--- src/rtl/fll_cfg_arbiter.sv ---
// fll_cfg_arbiter: round-robin arbiter that sequences two requesters onto the
// single FLL configuration port with a 4-phase req/ack handshake and timeout.
module fll_cfg_arbiter #(
  parameter int DATA_WIDTH = 32,
  parameter int TIMEOUT = 1023
) (
  input  logic                       clk,
  input  logic                       rst_n,
  input  logic [1:0]                 req_i,
  input  logic [1:0]                 wrn_i,
  input  logic [1:0][1:0]            add_i,
  input  logic [1:0][DATA_WIDTH-1:0] wdata_i,
  output logic [1:0]                 ack_o,
  output logic [1:0]                 err_o,
  output logic [DATA_WIDTH-1:0]      rdata_o,
  output logic                       fll_req_o,
  output logic                       fll_wrn_o,
  output logic [1:0]                 fll_add_o,
  output logic [DATA_WIDTH-1:0]      fll_wdata_o,
  input  logic                       fll_ack_i,
  input  logic [DATA_WIDTH-1:0]      fll_rdata_i,
  output logic                       busy_o
);
  localparam int CW = TIMEOUT > 0 ? $clog2(TIMEOUT + 1) : 1;
  typedef enum logic [1:0] {IDLE, REQ, REL, DONE} state_t;
  state_t state, state_nxt;
  logic g, last, err_q, gnt, grant, tmo, err_set;
  logic [CW-1:0] cnt;
  assign grant = (state == IDLE || state == DONE) && |req_i;
  assign gnt = &req_i ? ~last : req_i[1];
  // cnt counts completed REQ/REL cycles, so this is the cycle it reaches TIMEOUT
  assign tmo = TIMEOUT != 0 && cnt == CW'(TIMEOUT - 1);
  assign err_set = tmo && ((state == REQ && !fll_ack_i) || (state == REL && fll_ack_i));
  assign fll_req_o = state == REQ;
  assign busy_o = state != IDLE;
  assign ack_o = state == DONE ? {g, ~g} : 2'b00;
  assign err_o = ack_o & {2{err_q}};
  always_comb begin
    state_nxt = state;
    case (state)
      REQ:     state_nxt = fll_ack_i ? REL : tmo ? DONE : REQ;
      REL:     state_nxt = !fll_ack_i || tmo ? DONE : REL;
      default: state_nxt = |req_i ? REQ : IDLE;
    endcase
  end
  always_ff @(posedge clk or negedge rst_n) begin
    if (!rst_n) begin
      state       <= IDLE;
      g           <= 1'b0;
      last        <= 1'b1;
      err_q       <= 1'b0;
      cnt         <= '0;
      rdata_o     <= '0;
      fll_wrn_o   <= 1'b0;
      fll_add_o   <= '0;
      fll_wdata_o <= '0;
    end else begin
      state <= state_nxt;
      cnt   <= grant ? '0 : (state == REQ || state == REL) ? cnt + 1'b1 : cnt;
      err_q <= grant ? 1'b0 : err_set ? 1'b1 : err_q;
      if (grant) begin
        g           <= gnt;
        last        <= gnt;
        fll_wrn_o   <= wrn_i[gnt];
        fll_add_o   <= add_i[gnt];
        fll_wdata_o <= wdata_i[gnt];
      end
      if (state == REQ && fll_ack_i && fll_wrn_o) rdata_o <= fll_rdata_i;
    end
  end
endmodule
--- config.mk ---
export PLATFORM = sky130hd
export DESIGN_NAME = fll_cfg_arbiter
export DESIGN_NICKNAME = d
export VERILOG_FILES = /design/src/rtl/fll_cfg_arbiter.sv
export SDC_FILE = /design/constraint.sdc
export NUM_CORES = 1
export LEC_CHECK = 0
export CORE_UTILIZATION = 55
export CTS_BUF_LIST = sky130_fd_sc_hd__clkbuf_4 sky130_fd_sc_hd__clkbuf_8
export DETAILED_ROUTE_END_ITERATION = 10
export DONT_BUFFER_PORTS = 1
export MAX_ROUTING_LAYER = met4
export PLACE_DENSITY = 0.72
export RECOVER_POWER = 25
export SYNTH_ARGS = -nofsm -noshare
export SYNTH_HDL_FRONTEND = slang
export SYNTH_SLANG_ARGS = --single-unit
--- constraint.sdc ---
create_clock -name clk -period 3.9 [get_ports clk]
set_clock_uncertainty 0.2 [all_clocks]
set_input_delay 0.975 -clock clk [delete_from_list [all_inputs] [get_ports clk]]
set_output_delay 0.975 -clock clk [all_outputs]
set_load 0.1 [all_outputs]
### Yosys cells after proc, flatten, opt, wreduce, memory -nomap -nowiden

Index checks and enable logic that the tools add are counted.

* output and inout bits: 73
* register bits after elaboration: 82
* bits of input ports: 107

* magnitude comparators: 1
* muxes and demuxes: 17
* bitwise operators: 3
* $add $sub $neg: 1
* reductions and logical operators: 17
* equality and inequality tests: 4

Operators with widths (count)
* 32-bit two-way mux: 2
* 10-bit two-way mux: 2
* 10-bit by 1-bit adder with 10-bit output (second input constant): 1
* 10-bit == test (second input constant): 1
* 2-bit two-way mux: 5
* 1-bit two-way mux: 7
* 1-bit logical AND: 6
* 2-bit nonzero test: 3
* 2-bit == test (second input constant): 2
* 1-bit logical OR: 4
* 2-bit case mux with 2 select lines: 1
* 2-bit AND: 1
* 2-bit by 1-bit == test with 1-bit output (second input constant): 1
* 2-bit logical NOT: 1
* 1-bit by 2-bit less-than comparator with 1-bit output (second input constant): 1
* 1-bit NOT: 2
* 2-bit AND reduction: 1
* 2-bit OR reduction: 1
* 1-bit logical NOT: 1

### Depth between registers and ports, before layout

Gate-level depths: netlist of the first run.

* depth in word-level cells: 6
* depth in mapped cells: 7

### Worst setup path before layout of the first run

No wires, ideal clock.

* path kind: register to output
* start point: reg state[0]
* end point: out ack_o[0]
* data required time: 2.725 ns
* arrival time: 1.892 ns
* cell stages (with the launch flop): 3
* slack: 0.833 ns
* buffers on the path: 0
* path through: dfrtp_1 -> ha_1 -> nor2b_1

* longest elaborated chain between the ends: 2

RTL lines
* start, declared: line 26 `state_t state, state_nxt;`
* start signal, assigned: line 58 `state <= state_nxt;`
* 2-bit == test: line 36 `assign ack_o = state == DONE ? {g, ~g} : 2'b00;`
* 2-bit two-way mux: line 36
* end, declared: line 13 `output logic [1:0] ack_o,`

No other way between the ends.

### Worst setup path in the final report of the first run

* start point: reg state[0]
* end point: out err_o[1]

* longest elaborated chain between the ends: 3

RTL lines
* 2-bit == test: line 36
* 2-bit two-way mux: line 36
* 2-bit AND: line 37 `assign err_o = ack_o & {2{err_q}};`
* end, declared: line 14 `output logic [1:0] err_o,`

No other way between the ends.

==> results of run 1 <==
-- final timing paths --
kind / slack, ps / cells past startpoint / from / to
max in group asynchronous: 3190 / 0 / rst_n / last
setup / recovery: 990 / 2 / state[0] / err_o[1]
hold / removal: 120 / 0 / rst_n / rdata_o[5]
hold reg to reg: 310 / 1 / cnt[8] / cnt[8]
setup reg to reg: 1420 / 5 / state[1] / rdata_o[15]
min in group clk: 310 / 1 / cnt[8] / cnt[8]
-- logic make-up (layout without fill, tap and decap cells) --
group	after synthesis	after routing
multiplexers	68	68
XOR/XNOR	2	2
AND/OR/NAND/NOR	64	64
buffers and inverters	22	26
adder cells (fa/ha/maj)	6	6
flip-flops	82	82
AO/OA/AOI/OAI	59	59
-- flip-flops by register name, indices dropped and copies added (netlist names) --
signal / count
fll_add_o: 2
cnt: 10
err_q: 1
g: 1
rdata_o: 32
fll_wrn_o: 1
last: 1
fll_wdata_o: 32
state: 2
-- metal layers --
layer | vias up | wire length (um) | global-route usage
met5 | - | 0 | -
met4 | 0 | 94 | 0.08621
met3 | 8 | 549 | 0.05964
met2 | 115 | 3747 | 0.3681
met1 | 1093 | 2952 | 0.2723
li1 | 1062 | - | -
-- placed cells by master (no fill, tap or decap), drive strengths merged --
cell and n:
nand3 8, clkbuf 10, o211ai 2, o41ai 2, o31ai 3, a21oi 3, clkinvlp 2, a21boi 1
o31a 1, a31oi 1, and3 1, nor2b 2, o21ai 40, xor2 2, and2 1, nor3 1
or3 1, mux2 32, ha 6, mux2i 36, dfrtp 81, o22ai 2, nand4 2, o311ai 2
clkinv 5, a22o 1, o21bai 1, nand2 43, dfstp 1, buf 5, nor2 5, inv 4
-- layout make-up --
| cell class | count | area, um2 |
|---|---|---|
| clock inverters | 6 | 42.54 |
| clock buffers | 10 | 137.6 |
| flip-flops and latches | 82 | 2053 |
| repair buffers | 5 | 37.54 |
| fillers | 533 | 2497 |
| inverters | 5 | 18.77 |
| well taps | 77 | 96.34 |
| multi-input cells | 199 | 1466 |
-- stage by stage --
step	instances	setup WS, ps	utilization	hold WS, ps	instance area [um2]
after floorplan	303	833.2	-	252.3	3630
after detailed placement	368	1347	0.5783	280.7	3672
after global placement	368	1381	0.5783	279.9	3672
after global routing	384	914.3	0.6067	88.31	3852
after CTS	384	964.4	0.6067	104.0	3852
final	384	993.0	0.6067	119.7	3852
-- worst reg2reg max path: cells and delay by family (launching register included) --
kind / cells / cell delay [ps]
and+or+nand+nor: 1 / 160
adders and majority gates: 1 / 860
DFF: 1 / 410
buffers and inverters: 2 / 410
muxes: 1 / 340
==> summary.md, run 1 <==
| Metric | Value |
|---|---|
| Maximum buffer depth of the clock tree | 2 |
| Hold Crit Class | input pin to async pin |
| Die X | ~83 um |
| Slew headroom | 0.2968 |
| Post-synthesis cell type count | 36 |
| Pre-antenna DRT Iters | 4 |
| Overflow after GRT | 0 |
| Number of global-route vias before repair | around 2300 |
| Vias per cell | 5.932 |
| Hold buffers post-CTS | 0 |
| Worst-path fanout max | 4 |
| Placer Congestion | 0.7750 |
| Simple-gate portion of the synthesized area | 0.07721 |
| Slew Viols, Final | 0 |
| Total CTS buffers | 9 |
| Area growth, synth to finish | 6.136% |
| Final min period | 2907 ps |
| Setup TNS | 0 ps |
| Crit-path max cell delay | a little over 800 ps |
| Element type at the critical path start | register |
| Syn_nets | 416 |
| Number of synthesized flops with an enable pin | 0 |
| Status | finished clean |
| Largest net degree at the start of global routing | 83 |
| Initial antenna violation count | 0 |
| Seq cells post-synth | 82 |
| Chip height | 83.24 um |
| F_max | 344.0 MHz |
| Share of layout cells above drive strength 1 | 0.2020 |
| WP buf/inv | 0 |
| Clock Sinks | 82 |
| WL per Instance | 19.12 um |
| Required @ worst endpoint | 2720 ps |
| CP Cell Sequence | ha_1, and3_1 |
| Post-synthesis adder-cell area fraction | 0.02068 |
| Syn. warnings | 0 |
| Count leader, synth | dfrtp_1 |
| Clk_lat worst skew | 340 ps |
| Post-synthesis mux area share | 0.1986 |
| Mapped Area | 3630 um2 |
| Most frequent cells after synthesis | dfrtp_1 (81), nand2_1 (43), mux2i_1 (36) |
| Vias | roughly 2300 |
| Crit path max-delay family | simple AND/OR/NAND/NOR gates |
| Clock Tree Root | clkbuf_8 |
| Initial DRC Count | 107 |
| Final hold viol count | 0 |
| Post-cts sizing count | 0 |
| Max-cap violation count | 0 |
| Register area share after synthesis | 0.5657 |
| H-tree levels | 3 |
| Async SR Flop Fraction | 1.000 |
| DRC violations left | 0 |
| First-pass GRT wire length | approximately 12 mm |
| XOR/XNOR Fraction of Synth Area | 0.004826 |
| Synth Flop Type | dfrtp_1 |
| Num rows | 29 |
| Antenna Cells | 0 |
| Clock slew at reported path FFs | roughly 80 ps |
| Synth top area cells | dfrtp_1 (56%), mux2i_1 (9.9%), mux2_2 (9.9%), nand2_1 (4.4%), o21ai_0 (4.1%) |
| Starting Density | 0.5716 |
| Tcrit/Tclk final | 0.7454 |
| Syn avg cell area | 11.98 um2 |
| Unrepaired setup endpoints after global routing | no |
| Cells after Synth | 303 |
| Worst EP arrival | about 1700 ps |
| Measured slew at the worst slew-check pin | around 1100 ps |
| Slowest cell on crit path | and3_1 |
| Die Footprint | about 7000 um2 |
| Setup violators final | 0 |
| Final nets | approximately 420 |
| Yosys top cell area share | 0.5584 |
| Largest family of logic cells by synthesized area | multiplexers |
| Compound-Gate Fraction of Synth Area | 0.09721 |
| Remaining antenna violation count after routing | 0 |
| CORE AREA | 6350 um2 |
| Setup CP Type | register to primary output |
| Setup bufs post-CTS | 0 |
| # IOs | 180 |
| Final HPWL from detailed placement | about 5.3 mm |
| CTS tree | yes |
| Total wire length | 7.343 mm |
| CP Capture Type | primary output |
| IO buf count | 0 |
| All-Layer GR Usage | 0.2268 |
| Yosys top cell by area | dfrtp_1 |
Power of run 1 is not shown: default switching activity piles up to over one toggle a cycle in this logic, so the estimate is an artifact.
==> inputs of run 2 (changes only) <==
==> constraint.sdc (replaced) <==
create_clock -name clk -period 2.8 [get_ports clk]
set_clock_uncertainty 0.2 [all_clocks]
set_input_delay 0.7 -clock clk [delete_from_list [all_inputs] [get_ports clk]]
set_output_delay 0.7 -clock clk [all_outputs]
set_load 0.1 [all_outputs]
==> summary.md, run 2 (same netlist as run 1, synthesis figures left out) <==
| Metric | Value |
|---|---|
| Worst-path fanout max | 4 |
| Layer with the highest usage | met2 |
| F_max | roughly 440 MHz |
| Total CTS buffers | 9 |
| R2R setup slack | 640 ps |
| Filler cell count | 483 |
| Top Registers | fll_wdata_o (32), rdata_o (32), cnt (10) |
| Num rows | 29 |
| All-Layer GR Usage | 0.2156 |
| Clock Sinks | 82 |
| Clk_lat worst skew | 340 ps |
| Setup CP Type | register to primary output |
| Post-layout util | 0.6631 |
| Met3 Use GR | 0.05865 |
| Hold Slack | -155.9 ps |
| Final nets | 455 |
| Measured slew at the worst slew-check pin | 910.4 ps |
| Remaining antenna violation count after routing | 0 |
| CORE AREA | 6350 um2 |
| Grt met2 use | 0.3510 |
| WL per Instance | roughly 17 um |
| H-tree levels | 3 |
| First-pass GRT wire length | 11.32 mm |
| Hold Crit Class | input pin to async pin |
| Met1 Use GR | 0.2615 |
| Maximum buffer depth of the clock tree | 2 |
| Setup violators final | 0 |
| Post-cts sizing count | 0 |
| Initial DRC Count | 91 |
| # IOs | between 150 and 200 |
| Path depth of the worst reg2reg path | 5 |
| Vias per cell | around 5.6 |
| Area growth, synth to finish | 15.99% |
| Starting Density | 0.5716 |
| Unrepaired setup endpoints after global routing | no |
| Setup bufs post-CTS | 0 |
| Share of layout cells above drive strength 1 | 0.2939 |
| Status | complete, but fails checks |
| Commonest non-fill, non-tap cell in the layout | dfrtp_1 |
| FF-to-FF End | fll_add_o[0] |
| Slew Viols, Final | 0 |
| CTS tree | yes |
| Clock slew at reported path FFs | ~80 ps |
| Largest net degree at the start of global routing | between 80 and 90 |
| Critical path origin | state[0] |
| Antenna Cells | 0 |
| Max-cap violation count | 0 |
| Total wire length | 7.096 mm |
| DRC violations left | 0 |
| Number of global-route vias before repair | 2313 |
| Clock Tree Root | clkbuf_8 |
| Overflow after GRT | 0 |
| Final hold viol count | about 80 |
| R2r startpoint | state[0] |
| Chip height | 83.24 um |
| Final HPWL from detailed placement | 5.309 mm |
| Vias | 2373 |
| Die X | 83.24 um |
| Die Footprint | 6928 um2 |
| CP Capture Type | primary output |
| Initial antenna violation count | 0 |
| Most frequent cells in the layout | dfrtp_1 (81), buf_4 (44), nand2_1 (43), mux2i_1 (36), mux2_2 (32) |
| Tcrit/Tclk final | 0.8187 |
| Pre-antenna DRT Iters | 4 |
| Slew headroom | 0.3931 |
| Required @ worst endpoint | 1900 ps |
| Placer Congestion | 0.8589 |
| Final min period | 2292 ps |
| Failing checks | hold timing |
| Setup TNS | 0 ps |
| IO buf count | 0 |
| Element type at the critical path start | register |
| Worst EP arrival | 1390 ps |
## run 2: worst max-delay path, cell delays in order (launching register included)
cell     delay (ps)
dfrtp_1         380
ha_1            220
and3_1          170
buf_4           280
## run 2: worst max path at each step
stage / to / slack, ps / cells after the start
floorplan: ack_o[0] / 8 / 2
global placement: fll_wrn_o / 660 / 3
detailed placement: fll_add_o[0] / 600 / 3
CTS: err_o[0] / 490 / 4
global route: fll_wdata_o[2] / 410 / 6
finish: err_o[1] / 510 / 3
## run 2: through the flow
| stage | std cells | setup WS, ps | instance area [um2] |
|---|---|---|---|
| floorplan | 303 | 8.222 | 3630 |
| global placement | 408 | 660.7 | 3985 |
| detailed placement | 408 | 601.3 | 3985 |
| CTS | 424 | 486.8 | 4210 |
| global route | 424 | 408.9 | 4210 |
| finish | 424 | 507.5 | 4210 |
## run 2: per-layer routing
metal / part of all wire / vias up
li1: - / 1140
met1: 0.41 / 1114
met2: 0.51 / 107
met3: 0.069 / 12
met4: 0.011 / 0
met5: 0 / -
## run 2: cell type report
class / instances / area (um2) / share of cell area
Inverter: 5 / 18.77 / 0.004458
Clock buffer: 9 / 123.9 / 0.02942
Timing Repair Buffer: 45 / 350.3 / 0.08321
Clock inverter: 7 / 101.3 / 0.02407
Tap cell: 77 / 96.34 / 0.02288
Multi-Input combinational cell: 199 / 1466 / 0.3483
Sequential cell: 82 / 2053 / 0.4877
Power of run 2 is left out for the same reason.
==> inputs of run 3 (changes only) <==
--- a/config.mk
+++ b/config.mk
@@ -10,7 +10,7 @@
 export DETAILED_ROUTE_END_ITERATION = 10
 export DONT_BUFFER_PORTS = 1
 export MAX_ROUTING_LAYER = met4
-export PLACE_DENSITY = 0.72
+export PLACE_DENSITY = 0.75
 export RECOVER_POWER = 25
 export SYNTH_ARGS = -nofsm -noshare
 export SYNTH_HDL_FRONTEND = slang
==> constraint.sdc (replaced) <==
create_clock -name clk -period 2 [get_ports clk]
set_clock_uncertainty 0.2 [all_clocks]
set_input_delay 0.5 -clock clk [delete_from_list [all_inputs] [get_ports clk]]
set_output_delay 0.5 -clock clk [all_outputs]
set_load 0.1 [all_outputs]
==> summary.md, run 3 (same netlist as run 1, synthesis figures left out) <==
| Metric | Value |
|---|---|
| Top Registers | fll_wdata_o (32), rdata_o (32), cnt (10) |
| Final nets | 481 |
| Crit-path max cell delay | 450 ps |
| Cells after DPL | about 430 |
| Clk_lat worst skew | ~340 ps |
| Slowest cell on crit path | dfrtp_2 |
| Hold Slack | -360.3 ps |
| Element type at the critical path start | register |
| Measured slew at the worst slew-check pin | ~880 ps |
| Chip height | between 80 and 90 um |
| FF-to-FF End | cnt[7] |
| Final HPWL from detailed placement | roughly 6 mm |
| Commonest non-fill, non-tap cell in the layout | dfrtp_1 |
| Antenna Cells | 0 |
| Share of layout cells above drive strength 1 | 0.3898 |
| Maximum buffer depth of the clock tree | 2 |
| Number of global-route vias before repair | 2648 |
| Status | complete, but fails checks |
| Finished Layout Cells | 449 |
| Worst EP arrival | 1290 ps |
| R2R setup slack | 130 ps |
| Max-cap violation count | 0 |
| Worst path depth | 3 |
| Initial DRC Count | between 70 and 80 |
| Failing checks | hold timing |
| Tcrit/Tclk final | 0.9947 |
| Starting Density | 0.5716 |
| Final hold viol count | 82 |
| Crit path max-delay family | flip-flops |
| Vias per cell | 5.702 |
| Setup violators final | 0 |
| Clock Tree Root | clkbuf_8 |
| DRC violations left | 0 |
| WL per Instance | approximately 18 um |
| Total CTS buffers | 9 |
| All-Layer GR Usage | 0.2494 |
| Vias | 2560 |
| Slew headroom | 0.4106 |
| Initial antenna violation count | 0 |
| CP Capture Type | primary output |
| Overflow after GRT | 0 |
| Worst-path fanout max | 4 |
| Path depth of the worst reg2reg path | 5 |
| CORE AREA | 6350 um2 |
| Pre-antenna DRT Iters | 4 |
| Unrepaired setup endpoints after global routing | yes |
| Largest net degree at the start of global routing | 83 |
| First-pass GRT wire length | 13.05 mm |
| Clock slew at reported path FFs | 80 ps |
| H-tree levels | 3 |
| Most frequent cells in the layout | dfrtp_1 (71), buf_4 (61), nand2_1 (42), mux2i_1 (36), mux2_2 (32) |
| Num rows | 29 |
| Setup CP Type | register to primary output |
| R2r startpoint | state[1] |
| Remaining antenna violation count after routing | 0 |
| Clock Sinks | 82 |
| Required @ worst endpoint | 1300 ps |
| Die Footprint | 6928 um2 |
| Area growth, synth to finish | 26.34% |
| Total wire length | 7.866 mm |
| WP buf/inv | 1 |
| Placer Congestion | 0.9082 |
| F_max | around 500 MHz |
| Final min period | 1989 ps |
| # IOs | 180 |
| IO buf count | 0 |
| CTS tree | yes |
| Slew Viols, Final | 0 |
| Die X | approximately 83 um |
| CP Cell Sequence | ha_4, and3_4, buf_12 |
| Hold Crit Class | input pin to async pin |
run 3: changes by cell type in the layout (fill, tap and decap cells not counted), sizes merged:
cell | before | now
bufinv | 2 | 3
clkinvlp | 2 | 0
buf | 45 | 71
clkinv | 2 | 3
inv | 6 | 4
clkbuf | 9 | 10
run 3: how the worst max path moves through the flow:
stage / from / endpoint / slack (ps)
floorplan: state[0] / ack_o[0] / -70
global placement: state[0] / cnt[7] / 250
detailed placement: state[0] / cnt[9] / 130
CTS: state[0] / fll_req_o / -40
global route: state[1] / err_o[0] / -30
finish: state[1] / err_o[1] / 10
run 3: final cells by class:
| class | instances | area [um2] |
|---|---|---|
| Clock buffer | 10 | 131.4 |
| Clock inverter | 5 | 103.9 |
| Fill cell | 455 | 1764 |
| Inverter | 5 | 18.77 |
| Multi-Input combinational cell | 199 | 1511 |
| Sequential cell | 82 | 2066 |
| Tap cell | 77 | 96.34 |
| Timing Repair Buffer | 71 | 658.1 |
run 3: per-stage QoR:
stage | cell area [um2] | util | hold slack (ps) | TNS, ps | setup slack [ps]
floorplan | 3643 | - | 4.409 | -1904 | -72.04
global placement | 4282 | 0.6743 | 6.652 | 0 | 250.9
detailed placement | 4282 | 0.6743 | 6.272 | 0 | 127.2
CTS | 4563 | 0.7186 | -370.6 | -146.2 | -39.38
global route | 4586 | 0.7222 | -384.0 | -125.4 | -33.90
finish | 4586 | 0.7222 | -360.3 | 0 | 10.68
run 3: routing by layer:
| layer | track usage | part of all wire | up-vias | wire (um) |
|---|---|---|---|---|
| met1 | 0.2896 | 0.38 | 1214 | 2984 |
| met5 | - | 0 | - | 0 |
| met2 | 0.4262 | 0.53 | 143 | 4190 |
| li1 | - | - | 1191 | - |
| met3 | 0.05765 | 0.077 | 12 | 603 |
| met4 | 0.08621 | 0.011 | 0 | 88 |
run 3: what timing repair did:
action                     CTS  global route
hold endpoints to repair    82            82
buffers inserted             1             0
pin swaps                    1             0
setup endpoints to repair    6            23
resized for setup           10            13
run 3: worst register-to-register path, cell delays in order, from the launching register on:
cell,delay [ps]
dfrtp_2,420
inv_2,70
ha_1,370
nand3_1,210
o311ai_0,330
o41ai_1,140
Power of run 3 is left out for the same reason.
